--- src/rtl/pipeline_pkg.sv ---
// Shared pipeline types: data width, control-transfer encoding, redirect FSM states.
package pipeline_pkg;

  localparam int DATA_WIDTH = 32;

  // Control-transfer kind produced by decode and consumed by EX and the redirect block.
  typedef enum logic [2:0] {
    S_BR   = 3'd0,
    S_JAL  = 3'd1,
    S_JALR = 3'd2
  } specinst_e;

  typedef enum logic [1:0] {
    IDLE     = 2'd0,
    REDIRECT = 2'd1,
    DRAIN    = 2'd2
  } redir_state_e;

endpackage

--- src/rtl/branch_outcome.sv ---
// Combinational resolution of a control transfer: taken, actual next PC,
// mispredict against the front-end prediction and target misalignment.
module branch_outcome
  import pipeline_pkg::*;
(
  input  logic [2:0]            i_specinst,
  input  logic                  i_cond,
  input  logic [DATA_WIDTH-1:0] i_taken_tgt,
  input  logic [DATA_WIDTH-1:0] i_none_taken_tgt,
  input  logic [DATA_WIDTH-1:0] i_pred_pc,
  output logic                  o_valid_code,
  output logic                  o_taken,
  output logic [DATA_WIDTH-1:0] o_actual,
  output logic                  o_mispredict,
  output logic                  o_misaligned
);

  // Decode the transfer kind; unknown codes are not control transfers.
  always_comb begin
    o_valid_code = 1'b1;
    o_taken      = 1'b0;
    case (i_specinst)
      S_BR:         o_taken = i_cond;
      S_JAL, S_JALR: o_taken = 1'b1;
      default:      o_valid_code = 1'b0;
    endcase
  end

  assign o_actual     = o_taken ? i_taken_tgt : i_none_taken_tgt;
  assign o_mispredict = (o_actual != i_pred_pc);
  // Only a taken transfer can fault; the fall-through PC is always aligned.
  assign o_misaligned = o_taken && (o_actual[1:0] != 2'b00);

endmodule

--- src/rtl/branch_redirect.sv ---
// Branch resolution back end: predictor update pulse, redirect request to IF
// with post-handshake squash window, and branch/mispredict performance counters.
//
//   state    | meaning
//   IDLE     | accepting resolved control transfers from EX
//   REDIRECT | holding redir_valid/redir_pc until IF accepts
//   DRAIN    | squashing younger stages for FLUSH_DEPTH cycles
module branch_redirect
  import pipeline_pkg::*;
#(
  parameter int unsigned FLUSH_DEPTH = 2,
  parameter int unsigned CNT_WIDTH   = 32
) (
  input  logic                  clk,
  input  logic                  rst,
  input  logic                  br_valid,
  output logic                  br_ready,
  input  logic [DATA_WIDTH-1:0] br_pc,
  input  logic [2:0]            br_specinst,
  input  logic                  br_cond,
  input  logic [DATA_WIDTH-1:0] br_taken_tgt,
  input  logic [DATA_WIDTH-1:0] br_none_taken_tgt,
  input  logic [DATA_WIDTH-1:0] br_pred_pc,
  output logic                  redir_valid,
  input  logic                  redir_ready,
  output logic [DATA_WIDTH-1:0] redir_pc,
  output logic                  flush,
  output logic                  upd_valid,
  output logic [DATA_WIDTH-1:0] upd_pc,
  output logic [DATA_WIDTH-1:0] upd_target,
  output logic                  upd_taken,
  output logic                  misalign,
  output logic [CNT_WIDTH-1:0]  perf_branches,
  output logic [CNT_WIDTH-1:0]  perf_mispredicts
);

  localparam int DCW = (FLUSH_DEPTH > 1) ? $clog2(FLUSH_DEPTH + 1) : 1;

  redir_state_e          r_state;
  logic [DCW-1:0]        r_drain_cnt;
  logic                  r_redir_valid;
  logic [DATA_WIDTH-1:0] r_redir_pc;
  logic                  r_flush;
  logic                  r_upd_valid;
  logic [DATA_WIDTH-1:0] r_upd_pc;
  logic [DATA_WIDTH-1:0] r_upd_target;
  logic                  r_upd_taken;
  logic                  r_misalign;
  logic [CNT_WIDTH-1:0]  r_perf_branches;
  logic [CNT_WIDTH-1:0]  r_perf_mispredicts;

  logic                  w_valid_code;
  logic                  w_taken;
  logic [DATA_WIDTH-1:0] w_actual;
  logic                  w_mispredict;
  logic                  w_misaligned;

  branch_outcome u_outcome (
    .i_specinst       (br_specinst),
    .i_cond           (br_cond),
    .i_taken_tgt      (br_taken_tgt),
    .i_none_taken_tgt (br_none_taken_tgt),
    .i_pred_pc        (br_pred_pc),
    .o_valid_code     (w_valid_code),
    .o_taken          (w_taken),
    .o_actual         (w_actual),
    .o_mispredict     (w_mispredict),
    .o_misaligned     (w_misaligned)
  );

  // Ready is a pure state decode so EX never sees a combinational loop through us.
  assign br_ready = (r_state == IDLE);

  // Redirect FSM with registered outputs, drain down-counter and perf counters.
  always_ff @(posedge clk) begin
    if (rst) begin
      r_state            <= IDLE;
      r_drain_cnt        <= '0;
      r_redir_valid      <= 1'b0;
      r_redir_pc         <= '0;
      r_flush            <= 1'b0;
      r_upd_valid        <= 1'b0;
      r_upd_pc           <= '0;
      r_upd_target       <= '0;
      r_upd_taken        <= 1'b0;
      r_misalign         <= 1'b0;
      r_perf_branches    <= '0;
      r_perf_mispredicts <= '0;
    end else begin
      r_upd_valid <= 1'b0;
      r_misalign  <= 1'b0;
      case (r_state)
        IDLE: begin
          r_flush       <= 1'b0;
          r_redir_valid <= 1'b0;
          if (br_valid && w_valid_code) begin
            r_perf_branches <= r_perf_branches + CNT_WIDTH'(1);
            r_upd_valid     <= 1'b1;
            r_upd_pc        <= br_pc;
            r_upd_target    <= w_actual;
            r_upd_taken     <= w_taken;
            // A misaligned target traps; the trap path handles refetch, not us.
            if (w_misaligned) begin
              r_misalign <= 1'b1;
              r_flush    <= 1'b1;
            end else if (w_mispredict) begin
              r_state            <= REDIRECT;
              r_redir_valid      <= 1'b1;
              r_redir_pc         <= w_actual;
              r_flush            <= 1'b1;
              r_perf_mispredicts <= r_perf_mispredicts + CNT_WIDTH'(1);
            end
          end
        end
        REDIRECT: begin
          if (redir_ready) begin
            r_redir_valid <= 1'b0;
            if (FLUSH_DEPTH == 0) begin
              r_state <= IDLE;
              r_flush <= 1'b0;
            end else begin
              r_state     <= DRAIN;
              r_drain_cnt <= DCW'(FLUSH_DEPTH);
            end
          end
        end
        DRAIN: begin
          if (r_drain_cnt <= DCW'(1)) begin
            r_state <= IDLE;
            r_flush <= 1'b0;
          end else begin
            r_drain_cnt <= r_drain_cnt - DCW'(1);
          end
        end
        default: begin
          r_state       <= IDLE;
          r_flush       <= 1'b0;
          r_redir_valid <= 1'b0;
        end
      endcase
    end
  end

  assign redir_valid      = r_redir_valid;
  assign redir_pc         = r_redir_pc;
  assign flush            = r_flush;
  assign upd_valid        = r_upd_valid;
  assign upd_pc           = r_upd_pc;
  assign upd_target       = r_upd_target;
  assign upd_taken        = r_upd_taken;
  assign misalign         = r_misalign;
  assign perf_branches    = r_perf_branches;
  assign perf_mispredicts = r_perf_mispredicts;

endmodule

--- config.mk ---
export PLATFORM = sky130hd
export DESIGN_NAME = branch_redirect
export DESIGN_NICKNAME = d
export VERILOG_FILES = /design/src/rtl/pipeline_pkg.sv /design/src/rtl/branch_outcome.sv /design/src/rtl/branch_redirect.sv
export SDC_FILE = /design/constraint.sdc
export NUM_CORES = 1
export LEC_CHECK = 0
export CORE_MARGIN = 4
export CORE_UTILIZATION = 42
export DETAILED_ROUTE_END_ITERATION = 16
export MAX_ROUTING_LAYER = met4
export PLACE_DENSITY = 0.78
export SYNTH_ARGS = -nofsm -noshare
export SYNTH_HDL_FRONTEND = slang
export SYNTH_SLANG_ARGS = --single-unit
--- constraint.sdc ---
create_clock -name clk -period 2.9 [get_ports clk]
set_clock_uncertainty 0.05 [all_clocks]
set_input_delay 0.29 -clock clk [delete_from_list [all_inputs] [get_ports clk]]
set_output_delay 0.29 -clock clk [all_outputs]
set_load 0.05 [all_outputs]
Word-level counts from Yosys, hierarchy flattened
Index checks and enable logic that the tools add are counted.
Cells by class
  add/subtract/negate cells: 3
  magnitude comparators: 1
  equal/unequal tests: 11
  multiplexer cells: 22
  bitwise gates (word level): 5
  reductions and logical operators: 16
Operator list (number)
  32-bit by 1-bit adder with 32-bit output (second input constant): 2
  32-bit 2-to-1 mux: 1
  32-bit inequality test: 1
  2-bit 2-to-1 mux: 6
  1-bit 2-to-1 mux: 10
  2-bit inequality test (second input constant): 4
  1-bit one-hot mux with 3 select lines: 2
  2-bit one-hot mux with 3 select lines: 1
  2-bit AND reduction: 3
  3-bit OR reduction: 2
  1-bit NOT: 5
  5-bit AND reduction: 1
  2-bit by 1-bit inequality test with 1-bit output (second input constant): 2
  2-bit one-hot mux with 2 select lines: 1
  4-bit AND reduction: 1
  2-bit nonzero test: 2
  2-bit OR reduction: 2
  3-bit by 1-bit == test with 1-bit output (second input constant): 1
  3-bit by 2-bit == test with 1-bit output (second input constant): 1
  3-bit logical NOT: 1
  3-bit AND reduction: 1
  2-bit by 1-bit == test with 1-bit output (second input constant): 1
  2-bit == test (second input constant): 1
  2-bit by 1-bit <= comparator with 1-bit output (second input constant): 1
  other kinds (4): 5
Word-level totals
  register bits: 169
  input bits: 136
  output and inout bits: 166
  word-level logic and storage cells: 70

Logic depth before layout (Yosys ltp)
Gate-level depths: netlist (run 1).
  depth in word-level cells: 9
  depth in mapped cells: 14
  depth with buffers taken out: 9

Hierarchy
From an unflattened synthesis (run 1), not the netlist that was laid out.
Second synthesis, totals
  cells, all modules: 1124
  area total of the unflattened synthesis: 8724.6 µm²
Modules (own cells, without submodules)
  branch_redirect: instances 1, cells each 822, area each 6708.9 µm², sequential area each 3383.2 µm²
  branch_outcome: instances 1, cells each 302, area each 2015.7 µm², sequential area each 0.0 µm²

Least setup slack after synthesis (run 1)
OpenSTA, ideal clock, no wires.
  path type: input -> register
  start: input br_specinst[2]
  end: register r_perf_mispredicts[6], in the netlist perf_mispredicts[6]
  setup time: 0.121 ns
  arrival time: 2.887 ns
  required time: 2.729 ns
  setup slack: -0.158 ns
  cell stages on the path: 11
  buffers on the path: 2
  path through: buf_4 nor2_2 mux2i_1 o22ai_1 or4_1 or4_4 a211oi_4 a21oi_2 buf_2 nand3_1 mux2_2
Between the ends
  longest elaborated chain between the ends: 8
  elaborated cells on any way between the ends: 14
  those cells by class: eq/ne: 3; mux: 3; bitwise: 1; reduce/logical: 7
RTL lines
  start: declaration: RTL line branch_redirect.sv:19  | input logic [2:0] br_specinst,
  parallel branches: the longest is 7 deep, another holds 32-bit 2-to-1 mux
  4-bit AND reduction (no source line) *
  end signal: assignment: RTL line branch_redirect.sv:111  | r_perf_mispredicts <= r_perf_mispredicts + CNT_WIDTH'(1);
  end: declaration: RTL line branch_redirect.sv:50  | logic [CNT_WIDTH-1:0] r_perf_mispredicts;
Every way passes the cells marked *.
A chain may end at the register's enable or synchronous reset.

Worst setup path after layout (run 1)
  start: input br_taken_tgt[3]
  end: register r_perf_mispredicts[24], in the netlist perf_mispredicts[24]
Between the ends
  longest elaborated chain between the ends: 3
RTL lines
  start: declaration: RTL line branch_redirect.sv:21  | input logic [DATA_WIDTH-1:0] br_taken_tgt,
  32-bit 2-to-1 mux: RTL line branch_outcome.sv:29  | assign o_actual = o_taken ? i_taken_tgt : i_none_taken_tgt;
  32-bit inequality test: RTL line branch_outcome.sv:30  | assign o_mispredict = (o_actual != i_pred_pc);
  4-bit AND reduction (no source line)
Every way passes these cells.

==> results of run 1 <==
## what timing repair did
| action | CTS | global route |
|---|---|---|
| resized for setup | 27 | 27 |
| setup endpoints to repair | 67 | 64 |
| setup buffers | 5 | 1 |
| pin swaps | 7 | 5 |
| gates cloned | 2 | 0 |
## cells in the final DEF, fill, tap and decap left out, types with 7 or more instances in the layout
cell               n
a21oi_1          129
nor3_1            14
nand2b_1           9
buf_4            162
o22ai_1           35
nand2_1          173
dfxtp_1          165
clkbuf_16         17
nor2b_1           21
inv_1             49
and4_1             8
xnor2_1           23
buf_12             8
mux2i_1           26
a22oi_1            8
a211oi_1          17
o21ai_0           36
nand4_1           25
clkdlybuf4s50_1  288
buf_6              7
o211ai_1           7
nor2_1           100
or3_1             16
xor2_1            26
and3_1             8
nand3_1           22
a211oi_2          11
## power breakdown
group | total, mW | leakage, nW | switching (mW) | internal [mW]
Combinational | 1.54 | 3.63 | 0.871 | 0.672
Clock | 2.10 | 0.251 | 0.981 | 1.12
Sequential | 2.45 | 1.37 | 0.0498 | 2.40
## worst min-delay path by stage
stage	slack, ps	from	endpoint
finish	260	rst	upd_pc[15]
global route	280	rst	perf_branches[13]
CTS	240	rst	perf_branches[9]
detailed placement	400	upd_pc[23]	upd_pc[23]
global placement	390	upd_pc[5]	upd_pc[5]
floorplan	380	br_pc[0]	upd_pc[0]
## cells in the mapped netlist (4+ instances only)
cell type,n
a2111oi_0,7
a211oi_1,17
a211oi_2,11
a21o_1,6
a21oi_1,131
a221oi_1,7
a22oi_1,8
a31oi_1,6
and2_1,4
and3_1,9
and4_1,8
buf_1,9
buf_2,13
buf_4,4
clkbuf_1,41
dfxtp_1,169
inv_1,49
mux2_2,8
mux2i_1,28
nand2_1,173
nand2b_1,10
nand3_1,26
nand3b_1,6
nand4_1,25
nor2_1,105
nor2b_1,21
nor3_1,15
nor4_1,4
o211ai_1,7
o21ai_0,36
o221a_2,4
o221ai_1,5
o22ai_1,36
or2_2,5
or3_1,16
or4_1,5
xnor2_1,23
xor2_1,26
## routing by layer
metal | vias up | share of wire [%] | GRT usage [%]
li1 | 4888 | - | -
met1 | 4778 | 42 | 37.1
met2 | 492 | 46 | 45.4
met3 | 93 | 7.9 | 5.88
met4 | 0 | 3.5 | 10.9
met5 | - | 0 | -
## critical path, stage by stage
cell             delay [ps]
clkdlybuf4s50_1         460
or2_2                   310
a2111oi_0               430
nor2_1                  120
a2111o_1                430
nor4_4                  290
buf_6                   180
a21oi_4                 140
nand4_1                 150
mux2_4                  300
## layout make-up
cell class / count / share of cell area, %
timing repair buffer: 476 / 31.8
antenna: 1 / 0.0178
tap: 270 / 2.40
multi-input combinational: 844 / 36.4
clock buffer: 19 / 3.08
clock inverter: 13 / 0.801
sequential: 169 / 24.1
inverter: 50 / 1.34
## state kept, by name (all words and copies together), names as in the netlist
register and flops:
upd_valid 1, redir_valid 1, perf_mispredicts 32, upd_pc 32, r_state 2, r_drain_cnt 2, perf_branches 32, upd_target 32
flush 1, misalign 1, upd_taken 1, redir_pc 32
## kinds of logic after synthesis
group	share of synthesized area, %
AOI/OAI and AO/OA	23.0
xor gates and xnor gates	4.85
adders and majority gates	0.424
buffers and inverters	5.70
DFF	38.3
muxes	4.44
and+or+nand+nor	23.4
==> flow_summary_export.csv, run 1 <==
group,metric,value,unit
status,status,"completed",
final_layout,final_cell_area,0.0140,sq mm
critical_path,crit_type,"in -> reg",
floorplan,coreArea,0.0205,sq mm
critical_path,crit_end,"perf_mispredicts[24]",
critical_path,crit_path_start_kind,"primary input",
critical_path,path_max_fanout,7,
placement,dpl-instance-area,0.0133,sq mm
global_route,grt_antenna_before_repair,1,
placement,preCtsSetupSlack,-794,ps
final_layout,fillers,1699,
clock_tree,clk_pin_slew_worst_paths,70,ps
yosys,yosysTopAreaCellShare,38.3,%
critical_path,rr_startpoint,"perf_mispredicts[8]",
clock_tree,root_buffer,"clkbuf_16",
final_layout,instances_no_fill,1842,
floorplan,dieArea,0.0234,sq mm
final_layout,utilization,68.6,%
sta,max_slew_margin,44.3,%
sta,whs,262,ps
critical_path,r2r_end,"perf_mispredicts[31]",
pwr,p_leak,5.25,nW
global_route,grt_use_total,29.0,%
placement,dpl.cell_count,1803,
final_layout,seq_area,0.00339,sq mm
floorplan,rows,52,
drt,totalWireLength,34.5,mm
floorplan,die_h,153,microns
final_layout,final_nets,1697,
sta,tightest_slew,832,ps
critical_path,end_kind,"flop",
placement,port_buffers,301,
yosys,async_flop_share,0,%
critical_path,worstRegToRegCells,8,
sta,fin_crit_sh,98.1,%
yosys,netlist_instances,1132,
critical_path,reg2reg_slack,210,ps
pwr,finalPower,6.09,mW
final_layout,final_layout_size_suffix_gt1_share,17.6,%
pwr,irDropWorstVdd,0.380,mV
yosys,synth_flop_cell,"dfxtp_1",
floorplan,ioPinCount,302,
placement,finalWeightedCongestion,1.07,
yosys,yosysSeqAreaShare,38.3,%
placement,hpwl,26.3,mm
floorplan,die_w,153,microns
yosys,synth_area_leaders,"dfxtp_1 38%, a21oi_1 7.4%, nand2_1 7.3%",
yosys,avgSynthCellArea,7.81,sq um
global_route,grt_pass1_vias,9873,
drt,drtAntennaViolNets,0,
sta,setup_viol,0,
yosys,postSynthNetCount,1271,
yosys,synth_top_area_cell,"dfxtp_1",
pwr,cellPowerDensity,433,mW/mm^2
drt,drcViolationCount,0,
yosys,ys_types,69,
clock_tree,clk_latency,420,ps
critical_path,required,3170,ps
global_route,grt_pass1_wl,53.5,mm
sta,setup-tns-final,0,ps
yosys,synth-edff-count,0,
global_route,grt_max_degree,75,
yosys,ys_ff_latch,169,
critical_path,startpoint,"br_taken_tgt[3]",
flow_run,drv_cap,0,
worst_hold_path,min_path_cells,2,
clock_tree,cts_tree,"built",
clock_tree,htreeDepth,4,
drt,vias,10300,
sta,hold_violations,0,
sta,max_freq,351,MHz
sta,fin_crit,2850,ps
drt,drtIter0Drc,774,
drt,detail_route.wl_per_cell,18.8,microns
final_layout,area_growth,58.8,%
yosys,synth_area,0.00884,sq mm
yosys,synth-warning-count,0,
drt,first_pass_iters,6,
drt,via_per_inst,5.57,
floorplan,start_util,43.2,%
clock_tree,cts_buffers,17,
critical_path,cp_data_arrival_time,3120,ps
clock_tree,clockBufferDepth,2,
sta,slew_viol_final,0,
final_layout,multiInputGateArea,0.00511,sq mm
clock_tree,clock_sinks,169,
sta,setup_ws,54.3,ps
sta,rsz0062_at_grt,"yes",
worst_hold_path,hold_class,"in -> reg",
clock_tree,cts_hold_buf,0,
global_route,grt_remaining_overflow,0,
Note: power is estimated with default switching activity, not from simulation.
==> run 2, diff against run 1 <==
ABC_CLOCK_PERIOD_IN_PS = 2850   (was default)
CORE_UTILIZATION = 46   (was 42)
PLACE_DENSITY = 0.81   (was 0.78)
clock period = 2.85 ns   (was 2.9 ns; I/O delays follow)
==> run 2 against run 1 <==
The run now ends with negative setup slack left. Non-clock buffer count increased by 21. Register-to-register slack got worse by 100 ps. Die area decreased by 8.2%. Cell area increased by 1.9%. Hold slack got worse by 7.2 ps. Clock power increased by 7%. Core utilization increased by 7.4 points. Sequential power increased by 2%. Worst setup slack got worse by 140 ps. Critical path type unchanged. Critical endpoint is now perf_mispredicts[14].
==> flow_summary_export.csv, run 2 (same netlist as run 1, synthesis figures left out) <==
group,metric,value,unit
status,status,"finished with violations",
status,failed_checks,"negative setup slack",
final_layout,antenna_cells,0,
sta,setup_ws,-88.0,ps
clock_tree,cts_buffers,17,
drt,drtAntennaViolNets,0,
sta,setup_viol,17,
global_route,grt_pass1_vias,10200,
final_layout,fillers,1369,
placement,finalWeightedCongestion,1.03,
drt,vias,10400,
final_layout,area_growth,61.8,%
final_layout,layout_commonest_cell,"clkdlybuf4s50_1",
final_layout,seq_area,0.00339,sq mm
pwr,irDropWorstVdd,0.465,mV
clock_tree,clk_pin_slew_worst_paths,70,ps
sta,fin_crit,2940,ps
floorplan,ioPinCount,302,
sta,hold_violations,0,
pwr,pwr-share-seq,39.1,%
drt,first_pass_iters,5,
clock_tree,clk_latency,430,ps
pwr,comb_power_share,25.4,%
final_layout,final_layout_size_suffix_gt1_share,19.4,%
clock_tree,cts_tree,"built",
pwr,intPower,4.38,mW
sta,max_freq,340,MHz
drt,drcViolationCount,0,
critical_path,crit_type,"in -> reg",
global_route,grt_max_degree,78,
clock_tree,clockBufferDepth,2,
critical_path,cp_data_arrival_time,3210,ps
final_layout,multiInputGateArea,0.00519,sq mm
sta,rsz0062_at_grt,"yes",
clock_tree,htreeDepth,4,
pwr,switching_share,31.1,%
pwr,p_leak,5.38,nW
global_route,grt_antenna_before_repair,0,
worst_hold_path,hold_class,"in -> reg",
critical_path,required,3120,ps
pwr,power_switching,1.98,mW
global_route,grt_remaining_overflow,0,
drt,totalWireLength,35.8,mm
sta,tightest_slew,635,ps
final_layout,final_nets,1718,
flow_run,drv_cap,0,
sta,setup-tns-final,-742,ps
global_route,grt_use_total,32.6,%
critical_path,crit_path_start_kind,"primary input",
placement,preCtsSetupSlack,-1020,ps
floorplan,start_util,47.0,%
drt,drtIter0Drc,855,
floorplan,dieArea,0.0215,sq mm
floorplan,coreArea,0.0188,sq mm
sta,slew_viol_final,0,
floorplan,die_h,147,microns
final_layout,utilization,76.0,%
sta,max_slew_margin,57.4,%
floorplan,die_w,147,microns
clock_tree,clock_sinks,169,
pwr,cellPowerDensity,444,mW/mm^2
drt,detail_route.wl_per_cell,19.4,microns
placement,hpwl,27.3,mm
placement,port_buffers,301,
clock_tree,root_buffer,"clkbuf_16",
critical_path,end_kind,"flop",
final_layout,final_cell_mix,"291 x clkdlybuf4s50_1, 182 x buf_4, 173 x nand2_1",
global_route,grt_pass1_wl,54.9,mm
drt,via_per_inst,5.64,
critical_path,path_max_fanout,7,
pwr,p_clk_share,35.4,%
floorplan,rows,50,
sta,fin_crit_sh,103,%
[run 2: worst paths after layout]
| check | startpoint | endpoint | slack, ps | cells after the start |
|---|---|---|---|---|
| hold reg to reg | redir_pc[11] | redir_pc[11] | 410 | 2 |
| setup reg to reg | perf_mispredicts[8] | perf_mispredicts[31] | 110 | 8 |
| hold / removal | rst | perf_mispredicts[12] | 250 | 2 |
| setup / recovery | br_specinst[2] | perf_mispredicts[14] | -90 | 11 |
[run 2: power by group through the flow]
stage	registers [mW]	logic [mW]	clock network (mW)
final	2.49	1.61	2.25
after detailed placement	2.54	1.54	0
after global placement	2.54	1.52	0
after global routing	2.50	1.70	2.36
after CTS	2.49	1.57	2.27
after floorplan	2.80	0.503	0
[run 2: layer usage]
| metal | up-vias | part of all wire [%] | track usage (%) |
|---|---|---|---|
| li1 | 4921 | - | - |
| met1 | 4962 | 41 | 40.8 |
| met2 | 467 | 48 | 52.5 |
| met3 | 98 | 6.8 | 5.99 |
| met4 | 0 | 4.2 | 12.2 |
| met5 | - | 0 | - |
[run 2: layout make-up]
type | instances | share of cell area [%]
multi-input combinational | 843 | 36.2
timing repair buffer | 497 | 32.5
sequential | 169 | 23.7
clock buffer | 19 | 3.03
tap | 260 | 2.27
inverter | 50 | 1.34
clock inverter | 13 | 0.944
timing repair inverter | 1 | 0.0350
[run 2: worst max-delay path: stages]
cell and delay, ps:
buf_8 110, nor2_4 250, mux2i_1 230, o22ai_1 100
or4_1 550, or4_4 520, a211oi_4 370, a21oi_4 180
buf_12 180, nand4_1 110, mux2_4 310
[run 2: repair_timing]
action,4_1_cts,5_1_grt
gates cloned,0,2
hold buffers,0,0
pin swaps,9,13
gates resized for setup,29,53
setup endpoints to repair,67,65
setup buffers,5,8
[run 2: per-stage QoR]
stage	power (mW)	instances	instance area (sq um)	hold slack, ps
2_1_floorplan	3.30	1132	8920	371
3_3_place_gp	4.06	1806	13400	387
4_1_cts	6.33	1843	14100	254
3_5_place_dp	4.08	1806	13400	396
5_1_grt	6.56	1852	14300	281
6_report	6.36	1852	14300	255
